## config.mk

```make
export PLATFORM = sky130hd
export DESIGN_NAME = map_redraw_engine
export DESIGN_NICKNAME = d
export VERILOG_FILES = /design/src/rtl/map_redraw_engine_pkg.sv /design/src/rtl/map_redraw_engine_raster_counter.sv /design/src/rtl/map_redraw_engine.sv
export SDC_FILE = /design/constraint.sdc
export NUM_CORES = 1
export LEC_CHECK = 0
export CORE_MARGIN = 8
export CORE_UTILIZATION = 45
export CTS_BUF_LIST = sky130_fd_sc_hd__clkbuf_2
export DETAILED_ROUTE_END_ITERATION = 10
export GPL_TIMING_DRIVEN = 0
export PLACE_DENSITY_LB_ADDON = 0.05
export SETUP_SLACK_MARGIN = 0.3
export SYNTH_ARGS = -nofsm -noshare
export SYNTH_HDL_FRONTEND = slang
export SYNTH_SLANG_ARGS = --single-unit
```

## constraint.sdc

```tcl
create_clock -name clock -period 5.1 [get_ports clock]
set_clock_uncertainty 0.2 [all_clocks]
set_input_delay 1.02 -clock clock [delete_from_list [all_inputs] [get_ports clock]]
set_output_delay 1.02 -clock clock [all_outputs]
set_load 0.01 [all_outputs]
```

## src/rtl/map_redraw_engine_pkg.sv

```systemverilog
// Shared constants for the map redraw engine and the game-state FSM:
// game-state codes, background image indices, frame geometry and the FSM encoding.
package map_redraw_engine_pkg;

  localparam int H_RES_DEF    = 320;
  localparam int V_RES_DEF    = 240;
  localparam int COLOUR_W_DEF = 3;

  localparam int X_W    = 9;
  localparam int Y_W    = 8;
  localparam int ADDR_W = 17;
  localparam int GS_W   = 4;

  // Game-state codes, shared with the game-state FSM
  localparam logic [GS_W-1:0] DRAW_INITIAL  = 4'd0;
  localparam logic [GS_W-1:0] WAIT_INITIAL  = 4'd1;
  localparam logic [GS_W-1:0] DRAW_BRIDGE1  = 4'd2;
  localparam logic [GS_W-1:0] WAIT_BRIDGE1  = 4'd3;
  localparam logic [GS_W-1:0] DRAW_BRIDGE2  = 4'd4;
  localparam logic [GS_W-1:0] WAIT_BRIDGE2  = 4'd5;
  localparam logic [GS_W-1:0] DRAW_BRIDGE3  = 4'd6;
  localparam logic [GS_W-1:0] WAIT_BRIDGE3  = 4'd7;
  localparam logic [GS_W-1:0] DRAW_PILLAR   = 4'd8;
  localparam logic [GS_W-1:0] WAIT_PILLAR   = 4'd9;
  localparam logic [GS_W-1:0] PILLAR_FALL   = 4'd10;
  localparam logic [GS_W-1:0] FINISHED_GAME = 4'd11;

  // Background image indices presented on rom_sel
  typedef enum logic [2:0] {
    IMG_INITIAL  = 3'd0,
    IMG_BRIDGE1  = 3'd1,
    IMG_BRIDGE2  = 3'd2,
    IMG_BRIDGE3  = 3'd3,
    IMG_PILLAR   = 3'd4,
    IMG_FINISHED = 3'd5
  } img_sel_e;

  typedef enum logic [1:0] {
    ST_IDLE  = 2'd0,
    ST_SWEEP = 2'd1,
    ST_FLUSH = 2'd2,
    ST_DONE  = 2'd3
  } redraw_state_e;

  // Background image for a game state; unused codes fall back to the initial image
  function automatic img_sel_e state_to_image(input logic [GS_W-1:0] gs);
    img_sel_e sel;
    case (gs)
      DRAW_INITIAL, WAIT_INITIAL:             sel = IMG_INITIAL;
      DRAW_BRIDGE1, WAIT_BRIDGE1:             sel = IMG_BRIDGE1;
      DRAW_BRIDGE2, WAIT_BRIDGE2:             sel = IMG_BRIDGE2;
      DRAW_BRIDGE3, WAIT_BRIDGE3:             sel = IMG_BRIDGE3;
      DRAW_PILLAR, WAIT_PILLAR, PILLAR_FALL:  sel = IMG_PILLAR;
      FINISHED_GAME:                          sel = IMG_FINISHED;
      default:                                sel = IMG_INITIAL;
    endcase
    return sel;
  endfunction

endpackage

```

## src/rtl/map_redraw_engine_raster_counter.sv

```systemverilog
// Raster scan generator: walks (xc, yc) across the frame in raster order and keeps
// the linear address in step by incrementing it, so no multiplier is needed.
module raster_counter
  import map_redraw_engine_pkg::*;
#(
  parameter int H_RES = H_RES_DEF,
  parameter int V_RES = V_RES_DEF
) (
  input  logic              clock,
  input  logic              resetn,
  input  logic              clr,
  input  logic              en,
  output logic [X_W-1:0]    xc,
  output logic [Y_W-1:0]    yc,
  output logic [ADDR_W-1:0] addr,
  output logic              last
);

  localparam logic [X_W-1:0] X_LAST = X_W'(H_RES - 1);
  localparam logic [Y_W-1:0] Y_LAST = Y_W'(V_RES - 1);

  logic [X_W-1:0]    xc_q, xc_d;
  logic [Y_W-1:0]    yc_q, yc_d;
  logic [ADDR_W-1:0] addr_q, addr_d;

  assign last = (xc_q == X_LAST) && (yc_q == Y_LAST);

  // Next position: clear wins, then advance; the final pixel wraps to the origin so
  // the counters never leave the frame
  always_comb begin
    xc_d   = xc_q;
    yc_d   = yc_q;
    addr_d = addr_q;
    if (clr) begin
      xc_d   = '0;
      yc_d   = '0;
      addr_d = '0;
    end else if (en) begin
      if (last) begin
        xc_d   = '0;
        yc_d   = '0;
        addr_d = '0;
      end else if (xc_q == X_LAST) begin
        xc_d   = '0;
        yc_d   = yc_q + 8'd1;
        addr_d = addr_q + 17'd1;
      end else begin
        xc_d   = xc_q + 9'd1;
        addr_d = addr_q + 17'd1;
      end
    end
  end

  // Position registers
  always_ff @(posedge clock) begin
    if (!resetn) begin
      xc_q   <= '0;
      yc_q   <= '0;
      addr_q <= '0;
    end else begin
      xc_q   <= xc_d;
      yc_q   <= yc_d;
      addr_q <= addr_d;
    end
  end

  assign xc   = xc_q;
  assign yc   = yc_q;
  assign addr = addr_q;

endmodule

```

## src/rtl/map_redraw_engine.sv

```systemverilog
// Map redraw engine: on a redraw request, latches the game state, picks the background
// image and streams every frame pixel from the image ROM to the VGA plot port.
// doneRedraw stays up until the game state moves on, so the requester does not loop.
module map_redraw_engine
  import map_redraw_engine_pkg::*;
#(
  parameter int H_RES    = H_RES_DEF,
  parameter int V_RES    = V_RES_DEF,
  parameter int COLOUR_W = COLOUR_W_DEF
) (
  input  logic                clock,
  input  logic                resetn,
  input  logic                drawMap,
  input  logic [GS_W-1:0]     gameState,
  output logic [2:0]          rom_sel,
  output logic [ADDR_W-1:0]   rom_addr,
  input  logic [COLOUR_W-1:0] rom_data,
  output logic [X_W-1:0]      x,
  output logic [Y_W-1:0]      y,
  output logic [COLOUR_W-1:0] colour,
  output logic                writeEn,
  output logic                doneRedraw
);

  redraw_state_e   state_q, state_d;
  logic [GS_W-1:0] st_q, st_d;
  img_sel_e        rom_sel_q, rom_sel_d;
  logic [X_W-1:0]  x_q;
  logic [Y_W-1:0]  y_q;
  logic            we_q, we_d;

  logic            cnt_clr, cnt_en, cnt_last;
  logic [X_W-1:0]  xc;
  logic [Y_W-1:0]  yc;

  raster_counter #(
    .H_RES (H_RES),
    .V_RES (V_RES)
  ) u_raster (
    .clock  (clock),
    .resetn (resetn),
    .clr    (cnt_clr),
    .en     (cnt_en),
    .xc     (xc),
    .yc     (yc),
    .addr   (rom_addr),
    .last   (cnt_last)
  );

  // State register
  always_ff @(posedge clock) begin
    if (!resetn) state_q <= ST_IDLE;
    else         state_q <= state_d;
  end

  // Next-state logic; drawMap is only looked at in IDLE
  always_comb begin
    state_d = state_q;
    case (state_q)
      ST_IDLE:  if (drawMap)          state_d = ST_SWEEP;
      ST_SWEEP: if (cnt_last)         state_d = ST_FLUSH;
      ST_FLUSH:                       state_d = ST_DONE;
      ST_DONE:  if (gameState != st_q) state_d = ST_IDLE;
      default:                        state_d = ST_IDLE;
    endcase
  end

  // FSM outputs: counter control, state/image capture, address-valid and done flag
  always_comb begin
    cnt_clr    = 1'b0;
    cnt_en     = 1'b0;
    st_d       = st_q;
    rom_sel_d  = rom_sel_q;
    we_d       = 1'b0;
    doneRedraw = 1'b0;
    case (state_q)
      ST_IDLE: begin
        if (drawMap) begin
          cnt_clr   = 1'b1;
          st_d      = gameState;
          rom_sel_d = state_to_image(gameState);
        end
      end
      ST_SWEEP: begin
        cnt_en = 1'b1;
        we_d   = 1'b1;
      end
      ST_DONE:  doneRedraw = 1'b1;
      default: ;
    endcase
  end

  // Captured game state and image select, frozen for the whole sweep
  always_ff @(posedge clock) begin
    if (!resetn) begin
      st_q      <= '0;
      rom_sel_q <= IMG_INITIAL;
    end else begin
      st_q      <= st_d;
      rom_sel_q <= rom_sel_d;
    end
  end

  // Plot pipeline: coordinates and strobe delayed one cycle to meet the ROM read data
  always_ff @(posedge clock) begin
    if (!resetn) begin
      x_q  <= '0;
      y_q  <= '0;
      we_q <= 1'b0;
    end else begin
      x_q  <= xc;
      y_q  <= yc;
      we_q <= we_d;
    end
  end

  assign rom_sel = rom_sel_q;
  assign x       = x_q;
  assign y       = y_q;
  assign writeEn = we_q;
  // ROM data passes straight through while plotting; held at zero otherwise so the
  // shared plot mux never sees stale pixels from this block
  assign colour  = we_q ? rom_data : '0;

endmodule

```

[After elaboration in Yosys (flattened, before gate mapping)]
Memories as Yosys holds them, arrays and structs flattened. A register that Yosys moved wholly into a read port is not among the register bits.
Cells that the tools add are included.
Storage, ports and cells
  output and inout port bits: 42
  memories: 1
  register bits after elaboration: 58
  input port bits: 10
  logic and storage cells: 44
  bits in read-only memories: 48
Memory list
  (no name shown): words 16, bits a word 3, rd ports 1, clocked after memory_dff 1, write ports 0, line map_redraw_engine_pkg.sv:48  | case (gs)
Cells by class
  multiplexer cells: 14
  add/sub/neg operators: 3
  bitwise operators: 1
  reductions and logical operators: 8
  eq/ne operators: 9
Operator list (count)
  9-bit two-way mux: 2
  17-bit by 1-bit adder with 17-bit output, second input constant: 1
  17-bit two-way mux: 1
  8-bit two-way mux: 2
  9-bit by 1-bit adder with 9-bit output, second input constant: 1
  9-bit == test, second input constant: 1
  8-bit by 1-bit adder with 8-bit output, second input constant: 1
  8-bit == test, second input constant: 1
  2-bit case mux with 4 select lines: 1
  2-bit two-way mux: 3
  2-bit != test, second input constant: 3
  2-bit == test, second input constant: 2
  1-bit two-way mux: 4
  4-bit != test: 1
  2-bit AND reduction: 2
  3-bit two-way mux: 1
  3-bit AND reduction: 1
  2-bit by 1-bit == test with 1-bit output, second input constant: 1
  2-bit zero test: 1
  2-bit nonzero test: 1
  2-bit OR reduction: 1
  1-bit logical AND: 1
  1-bit zero test: 1
  1-bit NOT: 1

[Logic depth before layout (Yosys ltp)]
  word-level depth: 4
  mapped depth: 7
  mapped depth without buffers: 6

[Hierarchy]
From an unflattened synthesis, not the netlist that was laid out.
Second synthesis, totals
  cell total of the unflattened synthesis: 286
  area, all modules: 2641.3 µm²
By module, submodules not included
  raster_counter: instances 1, cells an instance 184, area each 1631.6 µm²
  map_redraw_engine: instances 1, cells an instance 102, area each 1009.7 µm²

[Worst setup path after synthesis]
Ideal clock, no wire load.
  path kind: input to output
  start point: input port rom_data[0]
  end point: output port colour[0]
  arrival: 1.185 ns
  setup slack: 2.695 ns
  stages: 1
  path buffers: 0
  required time: 3.880 ns
  path through: and2_1
On the way
  cells in the longest elaborated chain, start to end: 1
Ends and longest elaborated chain
  start: declaration: line map_redraw_engine.sv:17  | input logic [COLOUR_W-1:0] rom_data,
  3-bit two-way mux: line map_redraw_engine.sv:123  | assign colour = we_q ? rom_data : '0;
  end: declaration: line map_redraw_engine.sv:20  | output logic [COLOUR_W-1:0] colour,
Every way passes these cells.

[Worst setup path after layout]
  start point: input port rom_data[1]
  end point: output port colour[1]
Same word-level chain as after synthesis.

==> flow_summary.ini <==
[job]
maxCapViolCount = 0

[drt]
ant_nets = 0
wire_per_inst_um = 13.6
drtIter0Drc = 84
wl_mm = 5.79
via_per_inst = 5.13
first_pass_iters = 4
drc = 0
via_count = 2179

[placed_design]
hpwl_mm = 4.18
io_buffers = 51
dp_cells = 410
gp_congestion = 0.792

[setup_path]
r2r-start = state_q[1]
crit_type = in2out
path_cells = clkdlybuf4s50_1 > and2_1 > clkdlybuf4s50_1
crit_fanout = 1
r2r_cells = 6
r2r_end = u_raster.addr[16]
max_stage_delay_ps = 530
crit_start = rom_data[1]
start_kind = input port
crit_required_ps = 3880
crit_path_end = colour[1]
cpMaxStageDelayCell = clkdlybuf4s50_1
cp.arrival_ps = 2110
r2r_slack_ps = 2940
end_kind = primary output
cpMostUsedCell = clkdlybuf4s50_1

[cells_and_area]
stdcell_count = 425
layout_commonest_cell = dfxtp_1
layout-drive-gt1-share_pct = 7.71
layout.nets = 364
final_util_pct = 58.3
diodes = 0
area_delta_synth_final_pct = 27.5
mostFrequentLayoutCells = dfxtp_1 (61), clkdlybuf4s50_1 (51), nand2_1 (25), nor2_1 (25), and2_1 (22)
fill_cells = 556

[clock_network]
cts-root-to-sink-buffers = 2
path_clk_slew_ps = 170
cts.sinks = 61
cts_tree = built
clkLatencyLatePin_ps = 480
post_cts_buffers = 0
hold_buffers = 0
cts_root_buffer = clkbuf_2
cts_buffers = 9
htree_levels = 3
cts.repair.resized = 0

[floorplan]
ios = 52
core_mm2 = 0.00582
fp.dieW_um = 92.9
dieHeight_um = 92.9
dieArea_mm2 = 0.00862
start_util_pct = 45.7
num_rows = 28

[synth]
seq_area_frac_synth_pct = 46.0
yosys_most_used_dff = dfxtp_1
synth.distinct_cells = 45
syn_nets = 302
async_flop_share_pct = 0
yosys_register_bits = 61
synth_top_area_share_pct = 46.0
yosysWarnings = 0
synth.area.top_cells = dfxtp_1 (46%), and2_1 (5.2%), xnor2_1 (4.0%), xor2_1 (4.0%), ha_1 (3.8%)
yosysTopAreaCell = dfxtp_1
synth_edf_count = 0
netlist_area_mm2 = 0.00266
syn_avg_cell_area_um2 = 9.36
netlist_instances = 284

[power]
power_w = 0.00107
ir_worst_vdd_uv = 214
powerDensity_mw_per_mm2 = 315
leakage_nw = 1.23

[timing]
rsz0062_at_grt = no
worst_pin_slew_ps = 437
timing.hold.ws_ps = 290
drv_slew = 0
relSlewSlack_pct = 70.6
timing.fmax_mhz = 300
finalSetupTns_ps = 0
fin_crit_sh_pct = 65.3
period_needed_ps = 3330
finalSetupViolCount = 0
finalHoldViolations = 0

[grt]
grt_pass1_wl_mm = 9.63
track_usage_pct = 14.0
antenna_found_initial = 0
grt_max_degree = 11
overflow = 0
grt_pass1_vias = 2116

[min_path]
hold_class = reg2reg

[outcome]
status = completed
==> kinds of logic (layout without fill, tap and decap cells) <==
kind of cell	count (synthesis)	after routing	share of synthesized area, %
mux	5	5	1.88
fa+ha+maj	8	8	3.77
buf+inv	17	83	2.78
compound gates	33	33	7.63
simple gates	136	136	30.1
flops	61	61	46.0
xor+xnor	24	24	7.91
==> Yosys cell counts, types with 2 or more instances <==
master	instances
dfxtp_1	61
nand2_1	25
nor2_1	25
and2_1	22
a21oi_1	15
nand3_1	14
xnor2_1	12
xor2_1	12
ha_1	8
inv_1	7
nand4_1	6
nor2b_1	6
and4_1	5
buf_2	5
mux2i_1	5
o21ai_0	5
a21boi_0	4
and3_1	4
clkbuf_1	4
nor3_1	3
nor4_1	3
o31ai_1	3
nand4_4	2
nor3b_1	2
nor4b_1	2
o211ai_1	2
or3_1	2
or3b_1	2
or4_1	2
==> worst min path at each step <==
stage / cells past startpoint / slack (ps) / from / end
after global placement: 2 / 260 / st_q[1] / st_q[1]
after floorplan: 2 / 260 / st_q[1] / st_q[1]
after global routing: 2 / 300 / u_raster.addr[16] / u_raster.addr[16]
after CTS: 2 / 290 / u_raster.addr[16] / u_raster.addr[16]
final: 2 / 290 / u_raster.addr[16] / u_raster.addr[16]
after detailed placement: 2 / 270 / u_raster.addr[16] / u_raster.addr[16]
==> layer usage <==
metal	track usage (%)	share of wire (%)	vias up
li1	-	-	1107
met1	16.0	46	1022
met2	22.2	46	37
met3	4.94	5.3	13
met4	7.65	2.5	0
met5	0	0	-
==> registers in the layout (all words and copies together) (netlist names) <==
signal,cells
u_raster.yc,8
u_raster.addr,17
state_q,2
x,9
writeEn,1
u_raster.xc,9
rom_sel,3
y,8
st_q,4
==> critical path, delay by kind of cell <==
family,cells,cell delay [ps]
buffers and inverters,2,970
AND/OR/NAND/NOR,1,110
==> stage by stage <==
step,worst slack (ps),instance area [um^2]
global placement,1770,3260
detailed placement,1760,3260
finish,1770,3390
global route,1720,3390
CTS,1760,3390
floorplan,2700,2660
==> power breakdown <==
part	internal [W]	switching, W	total [W]
clock	0.000159	0.000175	0.000334
sequential	0.000502	0.0000212	0.000523
combinational	0.0000896	0.000121	0.000210
==> layout make-up <==
cell class                      count  area, um^2  share of cell area (%)
Buffer                             10        47.5                    1.40
Tap cell                           75        93.8                    2.77
Multi-Input combinational cell    206        1360                    40.2
Sequential cell                    61        1220                    36.0
Clock buffer                       10        50.0                    1.48
Timing Repair Buffer               51         510                    15.1
Inverter                            7        26.3                   0.775
Clock inverter                      5        76.3                    2.25
Power figures use the tool's default switching activity.
